===== config.mk =====
export PLATFORM = sky130hd
export DESIGN_NAME = wdt_timer_flat
export DESIGN_NICKNAME = d
export VERILOG_FILES = /design/src/rtl/wdt_pkg.sv /design/src/rtl/wdt_timer_if.sv /design/src/rtl/wdt_prescaler.sv /design/src/rtl/wdt_timer.sv /design/src/flat_wrapper.sv
export SDC_FILE = /design/constraint.sdc
export NUM_CORES = 1
export LEC_CHECK = 0
export CORE_AREA = 5 5 169 138
export CTS_BUF_LIST = sky130_fd_sc_hd__clkbuf_8 sky130_fd_sc_hd__clkbuf_16
export DETAILED_ROUTE_END_ITERATION = 8
export DIE_AREA = 0 0 174 143
export GPL_ROUTABILITY_DRIVEN = 0
export GPL_TIMING_DRIVEN = 0
export HOLD_SLACK_MARGIN = 0.03
export SETUP_SLACK_MARGIN = 0.2
export SYNTH_ARGS = -nofsm -noshare
export SYNTH_HDL_FRONTEND = slang
export SYNTH_SLANG_ARGS = --single-unit

===== constraint.sdc =====
create_clock -name clk -period 4.6 [get_ports clk]
set_clock_uncertainty 0.1 [all_clocks]
set_input_delay 1.38 -clock clk [delete_from_list [all_inputs] [get_ports clk]]
set_output_delay 1.38 -clock clk [all_outputs]
set_load 0.03 [all_outputs]

===== src/rtl/wdt_pkg.sv =====
// Shared register offsets, bus widths and FSM state type for the watchdog timer.
package wdt_pkg;

    localparam int WDT_ADDR_W = 16;
    localparam int WDT_DATA_W = 32;

    localparam logic [WDT_ADDR_W-1:0] WDT_WDEN_OFF   = 16'h0100;
    localparam logic [WDT_ADDR_W-1:0] WDT_WDLIVE_OFF = 16'h0200;
    localparam logic [WDT_ADDR_W-1:0] WDT_WTOCNT_OFF = 16'h0300;

    typedef enum logic [1:0] {
        WDT_IDLE,
        WDT_COUNT,
        WDT_EXPIRED
    } wdt_state_e;

    // True when a bus write targets the given register offset.
    function automatic logic wdt_hit(input logic                  en,
                                     input logic [WDT_ADDR_W-1:0] addr,
                                     input logic [WDT_ADDR_W-1:0] off);
        return en && (addr == off);
    endfunction

endpackage


===== src/rtl/wdt_timer_if.sv =====
// Register access bus of the watchdog: single-cycle write strobe and
// read strobe with registered read data.
interface wdt_timer_if;
    import wdt_pkg::*;

    logic                  wr_en;
    logic [WDT_ADDR_W-1:0] wr_addr;
    logic [WDT_DATA_W-1:0] wr_data;
    logic                  rd_en;
    logic [WDT_ADDR_W-1:0] rd_addr;
    logic [WDT_DATA_W-1:0] rd_data;

    modport master (
        output wr_en, wr_addr, wr_data, rd_en, rd_addr,
        input  rd_data
    );

    modport slave (
        input  wr_en, wr_addr, wr_data, rd_en, rd_addr,
        output rd_data
    );

endinterface


===== src/rtl/wdt_prescaler.sv =====
// Divides clk down to one counter tick every PRESCALE cycles while enabled.
// clr has priority and returns the phase to zero; with en low the phase holds.
module wdt_prescaler #(
    parameter int PRESCALE = 1
) (
    input  logic clk,
    input  logic rst,
    input  logic en,
    input  logic clr,
    output logic tick
);
    localparam int PW = (PRESCALE > 1) ? $clog2(PRESCALE) : 1;
    localparam logic [PW-1:0] LAST = PW'(PRESCALE - 1);

    logic [PW-1:0] presc;

    assign tick = en && (presc == LAST);

    // Phase counter: clear, wrap on tick, otherwise advance while enabled.
    always_ff @(posedge clk or negedge rst) begin
        if (!rst) begin
            presc <= '0;
        end else if (clr) begin
            presc <= '0;
        end else if (en) begin
            presc <= tick ? '0 : presc + PW'(1);
        end
    end

endmodule


===== src/rtl/wdt_timer.sv =====
// Watchdog timer slave: WDEN/WDLIVE/WTOCNT registers, prescaled counter and
// the IDLE/COUNT/EXPIRED state machine driving the timeout level.
// CNT_W must not exceed the 32-bit data bus width.
module wdt_timer
    import wdt_pkg::*;
#(
    parameter int PRESCALE = 1,
    parameter int CNT_W    = 32
) (
    input  logic       clk,
    input  logic       rst,
    wdt_timer_if.slave bus,
    output logic       timeout
);

    wdt_state_e            state;
    wdt_state_e            state_nx;
    logic                  wden;
    logic [CNT_W-1:0]      wtocnt;
    logic [CNT_W-1:0]      cnt;
    logic [CNT_W-1:0]      cnt_nx;
    logic                  tick;
    logic                  presc_en;
    logic                  presc_clr;
    logic                  wr_wden;
    logic                  wr_wtocnt;
    logic                  kick;
    logic                  enable_wr;
    logic                  disable_wr;
    logic [WDT_DATA_W-1:0] rd_mux;

    assign wr_wden    = wdt_hit(bus.wr_en, bus.wr_addr, WDT_WDEN_OFF);
    assign wr_wtocnt  = wdt_hit(bus.wr_en, bus.wr_addr, WDT_WTOCNT_OFF);
    assign kick       = wdt_hit(bus.wr_en, bus.wr_addr, WDT_WDLIVE_OFF) && bus.wr_data[0];
    assign enable_wr  = wr_wden && bus.wr_data[0];
    assign disable_wr = wr_wden && !bus.wr_data[0];

    // The prescaler only runs while counting, so its phase is frozen in EXPIRED.
    assign presc_en = (state == WDT_COUNT);

    wdt_prescaler #(
        .PRESCALE(PRESCALE)
    ) u_presc (
        .clk  (clk),
        .rst  (rst),
        .en   (presc_en),
        .clr  (presc_clr),
        .tick (tick)
    );

    // Software-visible registers: enable bit and timeout threshold.
    always_ff @(posedge clk or negedge rst) begin
        if (!rst) begin
            wden   <= 1'b0;
            wtocnt <= '0;
        end else begin
            if (wr_wden) begin
                wden <= bus.wr_data[0];
            end
            if (wr_wtocnt) begin
                wtocnt <= bus.wr_data[CNT_W-1:0];
            end
        end
    end

    // Read data selection; unmapped offsets and WDLIVE read as zero.
    always_comb begin
        rd_mux = '0;
        case (bus.rd_addr)
            WDT_WDEN_OFF:   rd_mux[0]         = wden;
            WDT_WTOCNT_OFF: rd_mux[CNT_W-1:0] = wtocnt;
            default:        rd_mux            = '0;
        endcase
    end

    // Registered read port, holding its value between read strobes.
    always_ff @(posedge clk or negedge rst) begin
        if (!rst) begin
            bus.rd_data <= '0;
        end else if (bus.rd_en) begin
            bus.rd_data <= rd_mux;
        end
    end

    // State, counter and timeout registers.
    // timeout is loaded from the next state so it changes on the same edge
    // as the state and also falls asynchronously with reset.
    always_ff @(posedge clk or negedge rst) begin
        if (!rst) begin
            state   <= WDT_IDLE;
            cnt     <= '0;
            timeout <= 1'b0;
        end else begin
            state   <= state_nx;
            cnt     <= cnt_nx;
            timeout <= (state_nx == WDT_EXPIRED);
        end
    end

    // Next-state logic: disable and kick take priority over a coincident expiry.
    always_comb begin
        state_nx  = state;
        cnt_nx    = cnt;
        presc_clr = 1'b0;
        case (state)
            WDT_IDLE: begin
                cnt_nx    = '0;
                presc_clr = 1'b1;
                if (enable_wr) begin
                    state_nx = WDT_COUNT;
                end
            end
            WDT_COUNT: begin
                if (disable_wr) begin
                    state_nx  = WDT_IDLE;
                    cnt_nx    = '0;
                    presc_clr = 1'b1;
                end else if (kick) begin
                    cnt_nx    = '0;
                    presc_clr = 1'b1;
                end else if (tick) begin
                    if (cnt >= wtocnt) begin
                        state_nx = WDT_EXPIRED;
                    end else begin
                        cnt_nx = cnt + CNT_W'(1);
                    end
                end
            end
            WDT_EXPIRED: begin
                if (disable_wr) begin
                    state_nx  = WDT_IDLE;
                    cnt_nx    = '0;
                    presc_clr = 1'b1;
                end else if (kick) begin
                    state_nx  = WDT_COUNT;
                    cnt_nx    = '0;
                    presc_clr = 1'b1;
                end
            end
            default: begin
                state_nx  = WDT_IDLE;
                cnt_nx    = '0;
                presc_clr = 1'b1;
            end
        endcase
    end

endmodule

===== src/flat_wrapper.sv =====
// flat-port wrapper written by rule: the top's interface ports become plain ports
module wdt_timer_flat import wdt_pkg::*;
#(
    parameter int PRESCALE = 1,
    parameter int CNT_W    = 32
)
  (clk, rst, timeout, bus_wr_en, bus_wr_addr, bus_wr_data, bus_rd_en, bus_rd_addr, bus_rd_data);
  wdt_timer_if bus_i ();
  input  logic clk;
  input  logic rst;
  output logic timeout;
  input wire logic [$bits(bus_i.wr_en)-1:0] bus_wr_en;
  input wire logic [$bits(bus_i.wr_addr)-1:0] bus_wr_addr;
  input wire logic [$bits(bus_i.wr_data)-1:0] bus_wr_data;
  input wire logic [$bits(bus_i.rd_en)-1:0] bus_rd_en;
  input wire logic [$bits(bus_i.rd_addr)-1:0] bus_rd_addr;
  output wire logic [$bits(bus_i.rd_data)-1:0] bus_rd_data;
  assign bus_i.wr_en = bus_wr_en;
  assign bus_i.wr_addr = bus_wr_addr;
  assign bus_i.wr_data = bus_wr_data;
  assign bus_i.rd_en = bus_rd_en;
  assign bus_i.rd_addr = bus_rd_addr;
  assign bus_rd_data = bus_i.rd_data;
  wdt_timer #(.PRESCALE(PRESCALE), .CNT_W(CNT_W)) u_core (.clk(clk), .rst(rst), .bus(bus_i), .timeout(timeout));
endmodule

==> run_results.csv <==
group,metric,value,unit
timing,worst-slew-pin-transition,839,ps
yosys,synth_edf_count,0,
routing,ant_nets,0,
floorplan,die_h,143,um
clock_network,cts_setup_buffers,0,
worst_setup_path,critical_path_peak_fanout,10,
placed_design,placement.io_buffers,100,
yosys,avgSynthCellArea,9.54,um^2
timing,max-slew-margin-rel,43.3,%
routing,vias,4429,
timing,finalSetupViolations,0,
yosys,syn_area,0.00547,mm^2
clock_network,numCtsBuffers,9,
pwr,internal_power,1.39,mW
layout,n_fill_cell,2199,
pwr,power_switching,571,uW
run_status,status,"completed",
routing,top_layer_used,"met4",
clock_network,root_buffer,"clkbuf_16",
worst_setup_path,crit_arrival,3760,ps
timing,fin_crit,3650,ps
pwr,irDropWorstVdd,0.160,mV
clock_network,clockBufferDepth,2,
worst_setup_path,critical-path-slowest-cell,"clkbuf_1",
worst_setup_path,crit_buf_inv,3,
timing,rsz0062_at_grt,"no",
yosys,synthCells,574,
routing,wl_per_cell,14.8,um
global_routing,antenna_found_initial,0,
timing,drv_slew,0,
floorplan,rows,48,
routing,wl_met1,7160,um
routing,drtIter0Drc,234,
pwr,power.density,275,mW/mm^2
timing,hold_viol,0,
worst_setup_path,end_kind,"flip-flop",
yosys,async_flop_share,100,%
clock_network,clock_latency,360,ps
global_routing,grt_pass1_wl,23600,um
timing,timing.setup.tns,0,ps
worst_setup_path,crit_chain,"clkdlybuf4s50_1 > nor4b_1 > nand4_1 > o22ai_1 > clkbuf_1 > clkbuf_1 > nor2_1",
hold_path,hp-class,"reg -> reg",
clock_network,holdBufCountCts,0,
routing,route.detailed.drc,0,
pwr,seq_power_share,46.5,%
routing,wl,14300,um
clock_network,cts_tree,"yes",
floorplan,coreArea,0.0214,mm^2
clock_network,clock_sinks,101,
timing,fmax,274,MHz
worst_setup_path,required,4710,ps
layout,finalInstanceArea,0.00713,mm^2
yosys,ys_ff_latch,101,
global_routing,grt_max_degree,53,
timing,post-route-period-util,79.3,%
worst_setup_path,startpoint_type,"input pin",
job,maxCapViolations,0,
worst_setup_path,cpPeakStageDelay,490,ps
floorplan,fp.dieW,174,um
pwr,clockPowerShare,37.9,%
routing,dr_wl_met3,791,um
worst_setup_path,cpMostUsedCell,"clkbuf_1",
layout,layout.nets,791,
global_routing,grt_pass1_vias,4633,
layout,n_antenna_cell,0,
pwr,p_total,1.96,mW
pwr,p_sw_share,29.1,%
clock_network,h-tree-depth,3,
worst_setup_path,path_class,"in -> reg",
floorplan,die_area,0.0249,mm^2
yosys,synth_ff_type,"dfrtp_1",
yosys,synth_nets,679,
placed_design,dp_hpwl,10900,um
yosys,ys_warn_count,0,
yosys,synthDistinctLibCells,49,
global_routing,grt_usage,11.8,%
yosys,ys_seq_area_share,46.2,%
layout,register_area,0.00253,mm^2
routing,route.met2.wl,6260,um
layout,drive_gt1_share,9.12,%
routing,viasPerCell,4.58,
floorplan,pin_count,101,
layout,final_core_util,33.3,%
worst_setup_path,cp_top_family,"buffers and inverters",
placed_design,dpl_cell_area,0.00684,mm^2
clock_network,cts_resized,0,
layout,multi_input_area,0.00259,mm^2
clock_network,clk_pin_slew,70,ps
layout,syn_to_final_growth,30.2,%
global_routing,gr-total-overflow,0,
pwr,power_frac_comb,15.7,%
pwr,p_leak,2.92,nW
routing,first_pass_iters,4,
floorplan,start_util,25.6,%
-- stage by stage --
stage | setup WS (ps) | hold WS [ps] | instances
after floorplan | 1330 | 366 | 574
after global placement | -2050 | 383 | 949
after detailed placement | 485 | 395 | 950
after CTS | 878 | 414 | 966
after global routing | 609 | 434 | 966
final | 951 | 404 | 966
-- cell families (layout without fill, tap and decap cells) --
logic type | after synthesis | in the layout | synth area share [%]
fa+ha+maj | 37 | 37 | 8.46
compound gates | 113 | 113 | 12.7
mux | 33 | 33 | 6.77
buf+inv | 95 | 212 | 6.58
flops | 101 | 101 | 46.2
xor+xnor | 10 | 10 | 1.60
simple gates | 185 | 185 | 17.7
-- layout by cell type (no fill, tap or decap), types with 7 or more instances in the layout --
cell type,synthesis,routed
a21oi_1,32,32
clkbuf_1,15,15
clkbuf_16,0,9
clkdlybuf4s50_1,0,99
dfrtp_1,101,101
ha_1,37,37
inv_1,75,75
mux2_2,32,32
nand2_1,65,65
nand3_1,14,14
nand4_1,9,9
nor2_1,31,31
nor3_1,8,8
nor4_1,13,13
o21ai_0,55,55
o31ai_1,7,7
or3_1,14,14
or4_1,8,8
xnor2_1,10,10
-- power by group through the flow --
stage | Combinational [mW] | Sequential (mW) | Clock [mW]
detailed placement | 0.312 | 0.927 | 0
finish | 0.307 | 0.910 | 0.742
floorplan | 0.144 | 0.933 | 0
CTS | 0.312 | 0.910 | 0.776
global route | 0.342 | 0.912 | 0.801
global placement | 0.305 | 0.929 | 0
-- sequential cells by signal, indices dropped and copies added, names as in the netlist --
| register | flops |
|---|---|
| u_core.wtocnt | 32 |
| u_core.u_presc.presc | 1 |
| u_core.bus.rd_data | 32 |
| u_core.cnt | 32 |
| u_core.timeout | 1 |
| u_core.state | 2 |
| u_core.wden | 1 |
-- final timing paths --
| kind | startpoint | cells past startpoint | end | slack (ps) |
|---|---|---|---|---|
| worst max-delay path | bus_wr_addr[12] | 7 | u_core.cnt[12] | 950 |
| worst min-delay path | u_core.wtocnt[20] | 2 | u_core.bus.rd_data[20] | 400 |
| worst max register to register | u_core.cnt[21] | 9 | u_core.cnt[13] | 1460 |
| worst min register to register | u_core.wtocnt[20] | 2 | u_core.bus.rd_data[20] | 400 |
| max in group asynchronous | rst | 2 | u_core.wtocnt[15] | 2710 |
| min in group asynchronous | rst | 1 | u_core.bus.rd_data[30] | 980 |
-- layout make-up --
class / count / share of cell area, %
Buffer: 20 / 1.11
Clock buffer: 9 / 3.16
Clock inverter: 7 / 0.790
Inverter: 75 / 3.95
Multi-Input combinational cell: 378 / 36.3
Sequential cell: 101 / 35.5
Tap cell: 275 / 4.83
Timing Repair Buffer: 101 / 14.4
-- synthesized netlist by cell type, drive strengths merged (2+ instances only) --
cell type	n	area [um^2]
a2111oi	2	55.1
a211oi	2	20.0
a21oi	32	160
and3	3	18.8
and4	2	17.5
buf	5	22.5
clkbuf	15	56.3
dfrtp	101	2530
ha	37	463
inv	75	282
mux2	32	360
nand2	65	244
nand2b	4	32.5
nand3	14	70.1
nand3b	3	22.5
nand4	9	56.3
nand4b	3	26.3
nor2	31	116
nor3	9	50.1
nor4	13	81.3
nor4b	2	32.5
o21a	2	15.0
o21ai	56	280
o22ai	2	12.5
o31ai	7	52.6
o41ai	2	17.5
or3	15	98.8
or4	9	71.3
or4b	2	23.8
xnor2	10	87.6
-- layer usage --
layer,vias to the layer above,track usage (%)
met2,80,18.1
met3,6,3.63
met4,0,2.67
li1,2220,-
met5,-,0
met1,2123,16.4
-- worst reg2reg max path: cells and delay by family (launching register included) --
kind	cells	cell delay, ps
AOI/OAI and AO/OA	6	1470
adders and majority gates	1	330
buffers and inverters	1	200
DFF	1	430
and+or+nand+nor	1	520
Power figures use the tool's default switching activity.
